## config.mk

```make
export PLATFORM = sky130hd
export DESIGN_NAME = tbb_bus_writer
export DESIGN_NICKNAME = d
export VERILOG_FILES = /design/src/rtl/tbb_bus_pkg.sv /design/src/rtl/tbb_cmd_fifo.sv /design/src/rtl/tbb_bus_writer.sv
export SDC_FILE = /design/constraint.sdc
export NUM_CORES = 1
export LEC_CHECK = 0
export CORE_ASPECT_RATIO = 2
export CORE_UTILIZATION = 59
export DETAILED_ROUTE_END_ITERATION = 6
export PLACE_DENSITY_LB_ADDON = 0.25
export SYNTH_ARGS = -nofsm -noshare
export SYNTH_HDL_FRONTEND = slang
export SYNTH_SLANG_ARGS = --single-unit
```

## constraint.sdc

```tcl
create_clock -name CLK -period 2.5 [get_ports CLK]
set_input_delay 0.625 -clock CLK [delete_from_list [all_inputs] [get_ports CLK]]
set_output_delay 0.625 -clock CLK [all_outputs]
set_load 0.05 [all_outputs]
```

## src/rtl/tbb_bus_pkg.sv

```systemverilog
// Shared types and constants for the TBB1143 nibble-bus writer.
// Holds the sequencer state encoding, command field slices and the phase-counter width.
package tbb_bus_pkg;

    typedef enum logic [2:0] {
        ST_IDLE,
        ST_ADDR_SETUP,
        ST_ADDR_STROBE,
        ST_ADDR_HOLD,
        ST_DATA_SETUP,
        ST_DATA_STROBE,
        ST_DATA_HOLD
    } state_t;

    localparam int REG_MSB = 7;
    localparam int REG_LSB = 4;
    localparam int VAL_MSB = 3;
    localparam int VAL_LSB = 0;
    localparam int CNT_W   = 4;

    // A phase lasting N cycles loads N-1 and leaves when the counter reads zero.
    function automatic logic [CNT_W-1:0] phase_load(input int cycles);
        return CNT_W'(cycles - 1);
    endfunction

endpackage

```

## src/rtl/tbb_cmd_fifo.sv

```systemverilog
// Synchronous command FIFO with a show-ahead head word and a registered full flag.
// Pushes while full are dropped here, so the caller may drive push straight from valid.
module tbb_cmd_fifo #(
    parameter int DEPTH = 4,
    parameter int WIDTH = 8
) (
    input  logic                       CLK,
    input  logic                       RST,
    input  logic                       push,
    input  logic                       pop,
    input  logic [WIDTH-1:0]           wdata,
    output logic [WIDTH-1:0]           rdata,
    output logic                       full,
    output logic                       empty,
    output logic [$clog2(DEPTH+1)-1:0] level
);
    localparam int AW = $clog2(DEPTH);
    localparam int LW = $clog2(DEPTH + 1);

    logic [WIDTH-1:0] mem [DEPTH];
    logic [AW-1:0]    wr_ptr, rd_ptr;
    logic [LW-1:0]    count, count_next;
    logic             full_q;
    logic             do_push, do_pop;

    assign do_push = push && !full_q;
    assign do_pop  = pop && (count != '0);

    // NOTE: always_comb assigns a default before any branch so no latch is inferred.
    always_comb begin
        count_next = count;
        if (do_push && !do_pop)
            count_next = count + LW'(1);
        else if (do_pop && !do_push)
            count_next = count - LW'(1);
    end

    // NOTE: storage has no reset; pointers and count alone decide which entries are valid.
    always_ff @(posedge CLK) begin
        if (do_push)
            mem[wr_ptr] <= wdata;
    end

    // NOTE: sequential state uses non-blocking assignments so every register samples pre-edge values.
    always_ff @(posedge CLK or negedge RST) begin
        if (!RST) begin
            wr_ptr <= '0;
            rd_ptr <= '0;
            count  <= '0;
            full_q <= 1'b0;
        end else begin
            if (do_push) wr_ptr <= wr_ptr + AW'(1);
            if (do_pop)  rd_ptr <= rd_ptr + AW'(1);
            count  <= count_next;
            full_q <= (count_next == LW'(DEPTH));
        end
    end

    assign rdata = mem[rd_ptr];
    assign full  = full_q;
    assign empty = (count == '0);
    assign level = count;

endmodule

```

## src/rtl/tbb_bus_writer.sv

```systemverilog
// Host-side sequencer: buffers byte commands and serialises each onto the TBB1143
// nibble bus as an optional address write followed by a data write, with programmable timing.
module tbb_bus_writer
    import tbb_bus_pkg::*;
#(
    parameter int DEPTH          = 4,
    parameter int SETUP          = 1,
    parameter int PULSE          = 2,
    parameter int HOLD           = 1,
    parameter int SKIP_SAME_ADDR = 1
) (
    input  logic                       CLK,
    input  logic                       RST,
    input  logic [7:0]                 in_data,
    input  logic                       in_valid,
    output logic                       in_ready,
    output logic [3:0]                 D,
    output logic                       A0,
    output logic                       WR,
    output logic                       busy,
    output logic [$clog2(DEPTH+1)-1:0] level
);
    localparam logic [CNT_W-1:0] LD_SETUP = phase_load(SETUP);
    localparam logic [CNT_W-1:0] LD_PULSE = phase_load(PULSE);
    localparam logic [CNT_W-1:0] LD_HOLD  = phase_load(HOLD);

    state_t           state;
    logic [CNT_W-1:0] cnt;
    logic [7:0]       cur;
    logic [7:0]       head;
    logic [3:0]       last_reg;
    logic             last_reg_valid;
    logic             full, empty, pop, skip;

    tbb_cmd_fifo #(
        .DEPTH (DEPTH),
        .WIDTH (8)
    ) u_fifo (
        .CLK   (CLK),
        .RST   (RST),
        .push  (in_valid),
        .pop   (pop),
        .wdata (in_data),
        .rdata (head),
        .full  (full),
        .empty (empty),
        .level (level)
    );

    // Words are fetched from IDLE or on the final DATA_HOLD cycle, giving back-to-back transfers.
    assign pop  = !empty && ((state == ST_IDLE) || (state == ST_DATA_HOLD && cnt == '0));
    assign skip = (SKIP_SAME_ADDR != 0) && last_reg_valid && (head[REG_MSB:REG_LSB] == last_reg);

    always_ff @(posedge CLK or negedge RST) begin
        if (!RST) begin
            state          <= ST_IDLE;
            cnt            <= '0;
            cur            <= '0;
            last_reg       <= '0;
            last_reg_valid <= 1'b0;
            D              <= '0;
            A0             <= 1'b0;
            WR             <= 1'b0;
        end else if (pop) begin
            cur <= head;
            cnt <= LD_SETUP;
            WR  <= 1'b0;
            if (skip) begin
                state <= ST_DATA_SETUP;
                A0    <= 1'b0;
                D     <= head[VAL_MSB:VAL_LSB];
            end else begin
                state <= ST_ADDR_SETUP;
                A0    <= 1'b1;
                D     <= head[REG_MSB:REG_LSB];
            end
        end else if (cnt != '0) begin
            cnt <= cnt - CNT_W'(1);
        end else begin
            // WR only toggles on phase boundaries where D/A0 are held, so the core never sees them move.
            case (state)
                ST_ADDR_SETUP:  begin state <= ST_ADDR_STROBE; WR <= 1'b1; cnt <= LD_PULSE; end
                ST_ADDR_STROBE: begin state <= ST_ADDR_HOLD;   WR <= 1'b0; cnt <= LD_HOLD;  end
                ST_ADDR_HOLD: begin
                    state          <= ST_DATA_SETUP;
                    cnt            <= LD_SETUP;
                    A0             <= 1'b0;
                    D              <= cur[VAL_MSB:VAL_LSB];
                    last_reg       <= cur[REG_MSB:REG_LSB];
                    last_reg_valid <= 1'b1;
                end
                ST_DATA_SETUP:  begin state <= ST_DATA_STROBE; WR <= 1'b1; cnt <= LD_PULSE; end
                ST_DATA_STROBE: begin state <= ST_DATA_HOLD;   WR <= 1'b0; cnt <= LD_HOLD;  end
                ST_DATA_HOLD: begin
                    state <= ST_IDLE;
                    D     <= '0;
                    A0    <= 1'b0;
                end
                default: state <= ST_IDLE;
            endcase
        end
    end

    assign in_ready = !full;
    assign busy     = (state != ST_IDLE) || !empty;

endmodule

```

==> out/qor.csv, run 1 <==
metric,value,unit
Worst Path Buf+Inv,2,
Initial DRT Pass Iterations,4,
Sw Ratio,41.32,%
die area,5885,um^2
"Reg clk slew, reported paths",70,ps
Startpoint Class,register,
crit path capture type,primary output,
clock power share,14.3,%
I/O pins,22,
antenna violations before repair,0,
crit path DAT,1770,ps
post-cts sizing count,0,
"EDFF count, synth",32,
Setup Skew,9.660,ps
Tightest Pin Transition,544.4,ps
post-DP HPWL,4351,um
die width,54.75,um
vias in the first global route,2078,
Die H,107.5,um
Regs by FF count,"u_fifo.mem (32), cur (8)",
Mapped Area,3283,um^2
RR Startpoint,u_fifo.level[0]$_DFF_PN0_,
Biggest register,u_fifo.mem,
CTS tree,yes,
max-cap check violation count,0,
I/O Buffers,21,
Vias/cell,5.730,
CP max stage cell,dfrtp_1,
nets,311,
CP max stage delay,440,ps
DRT Wirelength,5769,um
Synth Area per Inst,12.39,um^2
Core Footprint,5373,um^2
worst-skew pair later-pin latency,340,ps
wire per inst,16.25,um
htree depth,3,
"Cell Area, Placed",3547,um^2
Tot GR Track Use,23.32,%
Fmax achieved,0.4181,GHz
max reg flops,32,
CTS max path bufs,2,
min-delay worst type,reg2reg,
worst endpoint required time,1880,ps
area grow syn2layout,12.54,%
sequential area share after synthesis,55.18,%
worst r2r dst,u_fifo.full$_DFF_PN0_,
CP startpoint,u_fifo.level[0]$_DFF_PN0_,
Final Hold Viols,0,
Ys Warns,0,
layout cells sized above 1,14.58,%
pwr dens,1349,nW/um^2
CP endpoint,busy,
hold slack,475.1,ps
internal power,2.925,mW
Root Buffer,clkbuf_8,
postcts setup bufs,0,
setup violators final,0,
floorplan row count,38,
hold buffer count at cts,0,
setup TNS,0,ps
largest net degree at the start of global routing,35,
status,completed,
first-pass GRT wire length,9404,um
Combinational Power Share,48.9,%
Synth Flop Type,dfrtp_1,
1st-iter DRT viols,40,
P_leak,1.488,nW
"Cell Chain, Critical Path",inv_1 > ha_1 > nor2b_2 > nand2_1 > buf_4,
Peak VDD IR,0.8258,mV
ys async rst share,51.52,%
GRT overflow,0,
Fill cells,422,
Post-Synthesis Cells,265,
starting density of the core,61.11,%
Max transition margin,63.62,%
fin crit share,95.68,%
sequential share of power,36.8,%
synth unique cells,54,
routed via count,2034,
DRT antenna net count,0,
worst r2r path cells,8,
RD Place Congestion,0.8031,
P_sw,2.059,mW
Hold Path Stages,2,
CP max FO,7,
CTS Sinks,66,
DRC viols,0,
RSZ-0062 raised after global routing,no,
Antenna diodes,0,
CTS Buf Count,9,
worst reg2reg setup slack,190,ps
#FFs+latches synth,66,
Final Critical Period,2392,ps
"delay-heaviest family, CP",flip-flops,
post-route cell area,3695,um^2
Slew Limit Fails,0,
CP Depth,5,
WS Path Type,reg2out,
Mapped Nets,285,
-- worst min-delay path, delay by kind of cell, from the launching register on --
family,cells,cell delay [ps]
DFF,1,340
and+or+nand+nor,2,100
-- through the flow --
| stage | utilization [%] | setup slack (ps) | std cells | total power [mW] |
|---|---|---|---|---|
| global route | 68.77 | 11.92 | 355 | 5.335 |
| global placement | 66.02 | 276.4 | 340 | 4.228 |
| floorplan | - | 172.4 | 265 | 3.728 |
| finish | 68.77 | 108.0 | 355 | 4.984 |
| CTS | 68.77 | 107.0 | 355 | 5.028 |
| detailed placement | 66.02 | 204.3 | 340 | 4.308 |
-- synthesized netlist by cell type (3+ instances only) --
master / instances / area [um^2]
o21ai_0: 22 / 110.1
ha_1: 9 / 112.6
xnor2_1: 9 / 78.83
a21oi_1: 10 / 50.05
edfxtp_1: 32 / 960.9
dfrtp_1: 34 / 850.8
nand3_1: 3 / 15.01
o21a_1: 4 / 30.03
inv_1: 13 / 48.80
mux4_1: 4 / 105.1
buf_2: 5 / 25.02
mux2_2: 8 / 90.09
nand2b_1: 5 / 31.28
mux2i_1: 12 / 120.1
and2_1: 4 / 25.02
nor3_1: 6 / 30.03
nor2_1: 10 / 37.54
a31oi_1: 4 / 25.02
nand2_1: 24 / 90.09
clkbuf_1: 5 / 18.77
-- how the worst min path moves through the flow --
| stage | start | to | slack (ps) |
|---|---|---|---|
| final | cur[0]$_DFFE_PN0N_ | cur[0]$_DFFE_PN0N_ | 480 |
| after CTS | cur[0]$_DFFE_PN0N_ | cur[0]$_DFFE_PN0N_ | 480 |
| after global routing | cur[2]$_DFFE_PN0N_ | cur[2]$_DFFE_PN0N_ | 490 |
| after floorplan | RST | A0$_DFFE_PN0P_ | 330 |
| after global placement | cur[2]$_DFFE_PN0N_ | cur[2]$_DFFE_PN0N_ | 450 |
| after detailed placement | cur[0]$_DFFE_PN0N_ | cur[0]$_DFFE_PN0N_ | 460 |
-- power groups by stage --
stage / logic [mW] / registers (mW) / clock network (mW)
CTS: 2.46 / 1.84 / 0.728
floorplan: 1.76 / 1.97 / 0
global placement: 2.38 / 1.85 / 0
global route: 2.67 / 1.89 / 0.775
finish: 2.44 / 1.84 / 0.713
detailed placement: 2.45 / 1.86 / 0
-- per-layer routing --
layer	vias up	GRT usage, %	wire length [um]
li1	1003	-	-
met1	994	22.39	2028
met2	26	41.74	3426
met3	11	6.073	123
met4	0	12.09	190
met5	-	0	0
-- kinds of logic (layout without fill, tap and decap cells) --
kind of cell    after synthesis  after routing  share of synthesized area, %
fa+ha+maj                    10             10                         3.773
simple gates                 70             70                         12.50
xor+xnor                     12             12                         3.659
buf+inv                      27             57                         4.268
flops                        66             66                         55.18
mux                          25             25                         10.02
compound gates               55             55                         10.59
-- final cells by class --
class	instances	area (um^2)	share of cell area [%]
clock inverter	1	5.005	0.1355
tap	60	75.07	2.032
multi-input combinational	172	1331	36.03
timing repair buffer	29	280.3	7.586
clock buffer	14	142.6	3.860
sequential	66	1812	49.03
inverter	13	48.80	1.321
-- placed cells by master, fill, tap and decap left out, types with 4 or more instances in the layout --
cell             Yosys  layout
dfrtp_1             34      34
edfxtp_1            32      32
nand2_1             24      24
o21ai_0             22      22
clkdlybuf4s50_1      0      20
inv_1               13      13
mux2i_1             12      12
a21oi_1             10      10
nor2_1              10      10
xnor2_1              9       9
ha_1                 9       9
clkbuf_8             0       9
mux2_2               8       8
buf_4                0       8
nor3_1               6       6
nand2b_1             5       5
clkbuf_1             5       5
and2_1               4       4
a31oi_1              4       4
o21a_1               4       4
mux4_1               4       4
No activity file was read; power rests on OpenSTA's default activity.
==> run 2, diff against run 1 <==
--- a/config.mk
+++ b/config.mk
@@ -6,6 +6,7 @@
 export NUM_CORES = 1
 export LEC_CHECK = 0
 export CORE_ASPECT_RATIO = 2
+export CORE_MARGIN = 5
 export CORE_UTILIZATION = 59
 export DETAILED_ROUTE_END_ITERATION = 6
 export PLACE_DENSITY_LB_ADDON = 0.25
==> run 2 against run 1 <==
Core utilization down 0.37 points. Combinational power rose by 4%. Die area rose by 23%. Cell count grew 0.85%. Worst hold slack improved by 3.8 ps. Count of clock-buffer cells in the layout is 3 lower. Critical path type unchanged. Largest power group unchanged.
==> out/qor.csv, run 2 (synthesis gave the netlist of run 1 again) <==
metric,value,unit,change
max reg flops,32,,unchanged
routed via count,2073,,was 2034
Fmax achieved,0.4347,GHz,was 0.4181 GHz
layout cells sized above 1,15.44,%,was 14.58%
RR Startpoint,cnt[0]$_DFFE_PN0P_,,was u_fifo.level[0]$_DFF_PN0_
CP startpoint,u_fifo.level[2]$_DFF_PN0_,,was u_fifo.level[0]$_DFF_PN0_
"delay-heaviest family, CP",buffers and inverters,,was flip-flops
Root Buffer,clkbuf_8,,unchanged
DRT antenna net count,0,,unchanged
Reg area,1812,um^2,unchanged
"Reg clk slew, reported paths",70,ps,about the same
CP max stage delay,860,ps,was 440 ps
RSZ-0062 raised after global routing,no,,unchanged
DRT Wirelength,6091,um,was 5769 um
vias in the first global route,2183,,was 2078
Final Critical Period,2301,ps,was 2392 ps
I/O pins,22,,unchanged
WS Path Type,reg2out,,unchanged
DRC viols,0,,unchanged
pwr dens,1359,nW/um^2,was 1349 nW/um^2
Final Hold Viols,0,,unchanged
"most common cell after layout, fill and taps aside",dfrtp_1,,unchanged
area of the multi-input gates,1336,um^2,was 1331 um^2
setup TNS,0,ps,unchanged
"Cell Area, Placed",3550,um^2,was 3547 um^2
post-DP HPWL,4669,um,was 4351 um
RD Place Congestion,0.8404,,was 0.8031
wire per inst,17.01,um,was 16.25 um
Initial DRT Pass Iterations,4,,unchanged
fin crit share,92.02,%,was 95.68%
die width,62.75,um,was 54.75 um
Tot GR Track Use,18.52,%,was 23.32%
htree depth,3,,unchanged
antenna violations before repair,0,,unchanged
die area,7247,um^2,was 5885 um^2
crit path capture type,primary output,,unchanged
largest net degree at the start of global routing,35,,unchanged
CTS tree,yes,,unchanged
Fill cells,433,,was 422
GRT overflow,0,,unchanged
Worst Path Buf+Inv,1,,was 2
first-pass GRT wire length,10240,um,was 9404 um
Tightest Pin Transition,503.1,ps,was 544.4 ps
area grow syn2layout,12.92,%,was 12.54%
floorplan row count,38,,unchanged
max-cap check violation count,0,,unchanged
post-route cell area,3707,um^2,was 3695 um^2
Peak VDD IR,0.9002,mV,was 0.8258 mV
Place WS,192.9,ps,was 204.3 ps
"commonest cells after routing, fill and taps aside","dfrtp_1, edfxtp_1, nand2_1, o21ai_0, clkdlybuf4s50_1",,unchanged
Regs by FF count,"u_fifo.mem (32), cur (8)",,unchanged
worst-skew pair later-pin latency,340,ps,about the same
status,completed,,unchanged
Antenna diodes,0,,unchanged
CTS max path bufs,2,,unchanged
postcts setup bufs,0,,unchanged
Biggest register,u_fifo.mem,,unchanged
starting density of the core,60.57,%,was 61.11%
Final WS setup,199.4,ps,was 108.0 ps
Die H,115.5,um,was 107.5 um
1st-iter DRT viols,91,,was 40
nets,313,,was 311
worst endpoint required time,1880,ps,about the same
Vias/cell,5.791,,was 5.730
Core Footprint,5420,um^2,was 5373 um^2
CP max stage cell,clkdlybuf4s50_1,,was dfrtp_1
Setup Skew,7.034,ps,was 9.660 ps
hold buffer count at cts,0,,unchanged
"Cell Chain, Critical Path",clkdlybuf4s50_1,,was inv_1 > ha_1 > nor2b_2 > nand2_1 > buf_4
min-delay worst type,reg2reg,,unchanged
Max transition margin,66.36,%,was 63.62%
CTS Buf Count,9,,unchanged
Startpoint Class,register,,unchanged
total power,5.037,mW,was 4.984 mW
crit path DAT,1680,ps,was 1770 ps
P_leak,1.500,nW,was 1.488 nW
CTS Sinks,66,,unchanged
hold path startpoint,cur[0]$_DFFE_PN0N_,,unchanged
setup violators final,0,,unchanged
CP max FO,6,,was 7
I/O Buffers,21,,unchanged
Slew Limit Fails,0,,unchanged
[run 2: cell count changes in the layout (fill, tap and decap cells not counted), sizes merged]
| cell | previous run | this run |
|---|---|---|
| clkbuf | 14 | 11 |
| clkinv | 1 | 5 |
| buf | 9 | 11 |
[run 2: power by group]
group | internal [mW] | total, mW | switching [mW]
registers | 1.52 | 1.80 | 0.279
clock network | 0.346 | 0.707 | 0.361
logic | 1.07 | 2.53 | 1.46
[run 2: metal layers]
metal / part of all wire (%) / wire length [um] / vias to the layer above / track usage [%]
met4: 3.6 / 220 / 0 / 12.04
met1: 35 / 2121 / 1006 / 16.95
met3: 2.8 / 170 / 17 / 3.686
li1: - / - / 1014 / -
met5: 0 / 0 / - / 0
met2: 59 / 3579 / 36 / 35.80
[run 2: worst paths after layout]
kind,endpoint,slack [ps],cells after the start
hold reg to reg,cur[0]$_DFFE_PN0N_,480,2
hold / removal,cur[0]$_DFFE_PN0N_,480,2
min in group asynchronous,state[0]$_DFFE_PN0P_,700,2
max in group asynchronous,u_fifo.full$_DFF_PN0_,1460,2
setup reg to reg,D[3]$_DFFE_PN0P_,250,9
setup / recovery,level[2],200,1
[run 2: repair_timing]
item / in CTS / in global routing
gates resized for setup: 0 / 1
hold endpoints to repair: 0 / 0
endpoints found under the setup margin: 0 / 5
[run 2: final cells by class]
cell class              instances  area share (%)
inverters                      13           1.316
flip-flops and latches         66           48.87
well taps                      60           2.025
clock inverters                 5          0.5737
multi-input cells             172           36.04
clock buffers                  11           3.544
repair buffers                 31           7.627
[run 2: per-stage QoR]
stage | util [%] | hold slack [ps] | std cells
finish | 68.40 | 478.9 | 358
global route | 68.40 | 515.4 | 358
CTS | 68.31 | 476.4 | 358
detailed placement | 65.49 | 461.7 | 342
global placement | 65.49 | 450.4 | 342
floorplan | - | 329.4 | 265
==> run 3, diff against run 2 <==
--- a/config.mk
+++ b/config.mk
@@ -5,9 +5,8 @@
 export SDC_FILE = /design/constraint.sdc
 export NUM_CORES = 1
 export LEC_CHECK = 0
-export CORE_ASPECT_RATIO = 2
 export CORE_MARGIN = 5
-export CORE_UTILIZATION = 59
+export CORE_UTILIZATION = 55
 export DETAILED_ROUTE_END_ITERATION = 6
 export PLACE_DENSITY_LB_ADDON = 0.25
 export SYNTH_ARGS = -nofsm -noshare
==> run 3 against run 2 <==
Clock power is 8.6% higher. First-iteration DRC count is 33% higher. Largest power group unchanged. Cell area is 1.0% higher. Via count is 0.58% lower. Sequential share of layout area is 0.51 points lower. Worst hold slack worse by 8.1 ps. Highest routed layer unchanged. Global-route usage is 1.4 points lower. Register-to-register slack better by 50 ps.
==> out/qor.csv, run 3 (synthesis gave the netlist of run 1 again) <==
metric,value,unit,change
status,completed,,unchanged
max reg flops,32,,unchanged
Slew Limit Fails,0,,unchanged
Startpoint Class,register,,unchanged
wire per inst,15.25,um,was 17.01 um
DRT antenna net count,0,,unchanged
Hold Path Stages,2,,unchanged
1st-iter DRT viols,121,,was 91
hold slack,470.8,ps,was 478.9 ps
Core Footprint,5851,um^2,was 5420 um^2
pwr dens,1347,nW/um^2,was 1359 nW/um^2
Root Buffer,clkbuf_8,,unchanged
Regs by FF count,"u_fifo.mem (32), cur (8)",,unchanged
GRT overflow,0,,unchanged
I/O pins,22,,unchanged
P_leak,1.503,nW,was 1.500 nW
max-cap check violation count,0,,unchanged
die area,7614,um^2,was 7247 um^2
"Cell Chain, Critical Path",clkdlybuf4s50_1,,unchanged
Vias/cell,5.525,,was 5.791
sequential share of power,35.6,%,was 35.7%
"delay-heaviest family, CP",buffers and inverters,,unchanged
Setup Skew,8.534,ps,was 7.034 ps
Die H,87.26,um,was 115.5 um
min-delay worst type,reg2reg,,unchanged
Sw Ratio,41.64,%,about the same
Max transition margin,63.16,%,was 66.36%
"Reg clk slew, reported paths",70,ps,about the same
Fmax achieved,0.4313,GHz,was 0.4347 GHz
fin crit share,92.75,%,was 92.02%
CTS Buf Count,9,,unchanged
worst r2r path cells,9,,unchanged
Tot GR Track Use,17.08,%,was 18.52%
Final Critical Period,2319,ps,was 2301 ps
Initial DRT Pass Iterations,4,,unchanged
Worst Path Buf+Inv,1,,unchanged
CTS max path bufs,2,,unchanged
Peak VDD IR,0.7266,mV,was 0.9002 mV
nets,313,,unchanged
setup TNS,0,ps,unchanged
"commonest cells after routing, fill and taps aside","dfrtp_1, edfxtp_1, nand2_1, o21ai_0, clkdlybuf4s50_1",,unchanged
area grow syn2layout,14.10,%,was 12.92%
Fill cells,449,,was 433
starting density of the core,56.12,%,was 60.57%
RD Place Congestion,0.8148,,was 0.8404
layout cells sized above 1,17.11,%,was 15.44%
antenna violations before repair,0,,unchanged
routed via count,2061,,was 2073
DRT Wirelength,5689,um,was 6091 um
vias in the first global route,2045,,was 2183
"most common cell after layout, fill and taps aside",dfrtp_1,,unchanged
crit path capture type,primary output,,unchanged
CTS Sinks,66,,unchanged
CP max stage delay,860,ps,about the same
htree depth,3,,unchanged
postcts setup bufs,0,,unchanged
worst-skew pair later-pin latency,340,ps,about the same
hold buffer count at cts,0,,unchanged
Combinational Power Share,49.2,%,was 50.3%
Final Hold Viols,0,,unchanged
internal power,2.944,mW,was 2.939 mW
DRC viols,0,,unchanged
CP max FO,6,,unchanged
post-DP HPWL,4017,um,was 4669 um
CP max stage cell,clkdlybuf4s50_1,,unchanged
setup violators final,0,,unchanged
crit path DAT,1690,ps,was 1680 ps
floorplan row count,28,,was 38
CP Depth,1,,unchanged
die width,87.26,um,was 62.75 um
Tightest Pin Transition,552.5,ps,was 503.1 ps
post-cts sizing count,0,,unchanged
worst endpoint required time,1880,ps,about the same
largest net degree at the start of global routing,35,,unchanged
Biggest register,u_fifo.mem,,unchanged
clock power share,15.2,%,was 14.0%
WS Path Type,reg2out,,unchanged
CTS tree,yes,,unchanged
first-pass GRT wire length,9867,um,was 10240 um
I/O Buffers,21,,unchanged
P_sw,2.100,mW,was 2.098 mW
Antenna diodes,0,,unchanged
RSZ-0062 raised after global routing,no,,unchanged
[run 3: area by class of cell]
class,count,area [um^2],area share (%)
sequential,66,1812,48.36
multi-input combinational,172,1339,35.74
timing repair buffer,31,282.8,7.548
clock buffer,9,123.9,3.307
tap,75,93.84,2.505
inverter,13,48.80,1.303
clock inverter,7,46.29,1.236
[run 3: power groups by stage]
stage / registers (mW) / clock network [mW] / logic (mW)
6_report: 1.80 / 0.768 / 2.48
4_1_cts: 1.80 / 0.784 / 2.50
2_1_floorplan: 1.97 / 0 / 1.76
3_5_place_dp: 1.82 / 0 / 2.49
5_1_grt: 1.85 / 0.829 / 2.76
3_3_place_gp: 1.80 / 0 / 2.44
[run 3: per-stage QoR]
step | instance area, um^2 | worst slack (ps) | utilization (%) | power (mW) | std cells
finish | 3746 | 181.3 | 64.03 | 5.045 | 373
global route | 3746 | 61.43 | 64.03 | 5.444 | 373
CTS | 3739 | 125.7 | 63.90 | 5.078 | 373
detailed placement | 3568 | 144.4 | 60.99 | 4.307 | 357
global placement | 3568 | 242.2 | 60.99 | 4.240 | 357
floorplan | 3283 | 172.4 | - | 3.728 | 265
[run 3: routing by layer]
layer | global-route usage, % | vias to the layer above | routed length [um]
met1 | 22.64 | 998 | 2564
met3 | 3.595 | 13 | 255
met4 | 9.066 | 0 | 127
met5 | 0 | - | 0
li1 | - | 1007 | -
met2 | 26.37 | 43 | 2741
[run 3: final timing paths]
| path | startpoint | end | slack, ps |
|---|---|---|---|
| max | u_fifo.level[2]$_DFF_PN0_ | level[2] | 180 |
| min | cur[2]$_DFFE_PN0N_ | cur[2]$_DFFE_PN0N_ | 470 |
| max reg2reg | cnt[0]$_DFFE_PN0P_ | D[3]$_DFFE_PN0P_ | 300 |
| min reg2reg | cur[2]$_DFFE_PN0N_ | cur[2]$_DFFE_PN0N_ | 470 |
| max in group asynchronous | RST | u_fifo.rd_ptr[0]$_DFFE_PN0P_ | 1490 |
| min in group asynchronous | RST | last_reg[1]$_DFFE_PN0P_ | 690 |
[run 3: tightest hold or removal path, cell delays in order, from the launching register on]
cell and delay (ps):
dfrtp_1 340, nand2_1 50, nand2_1 50
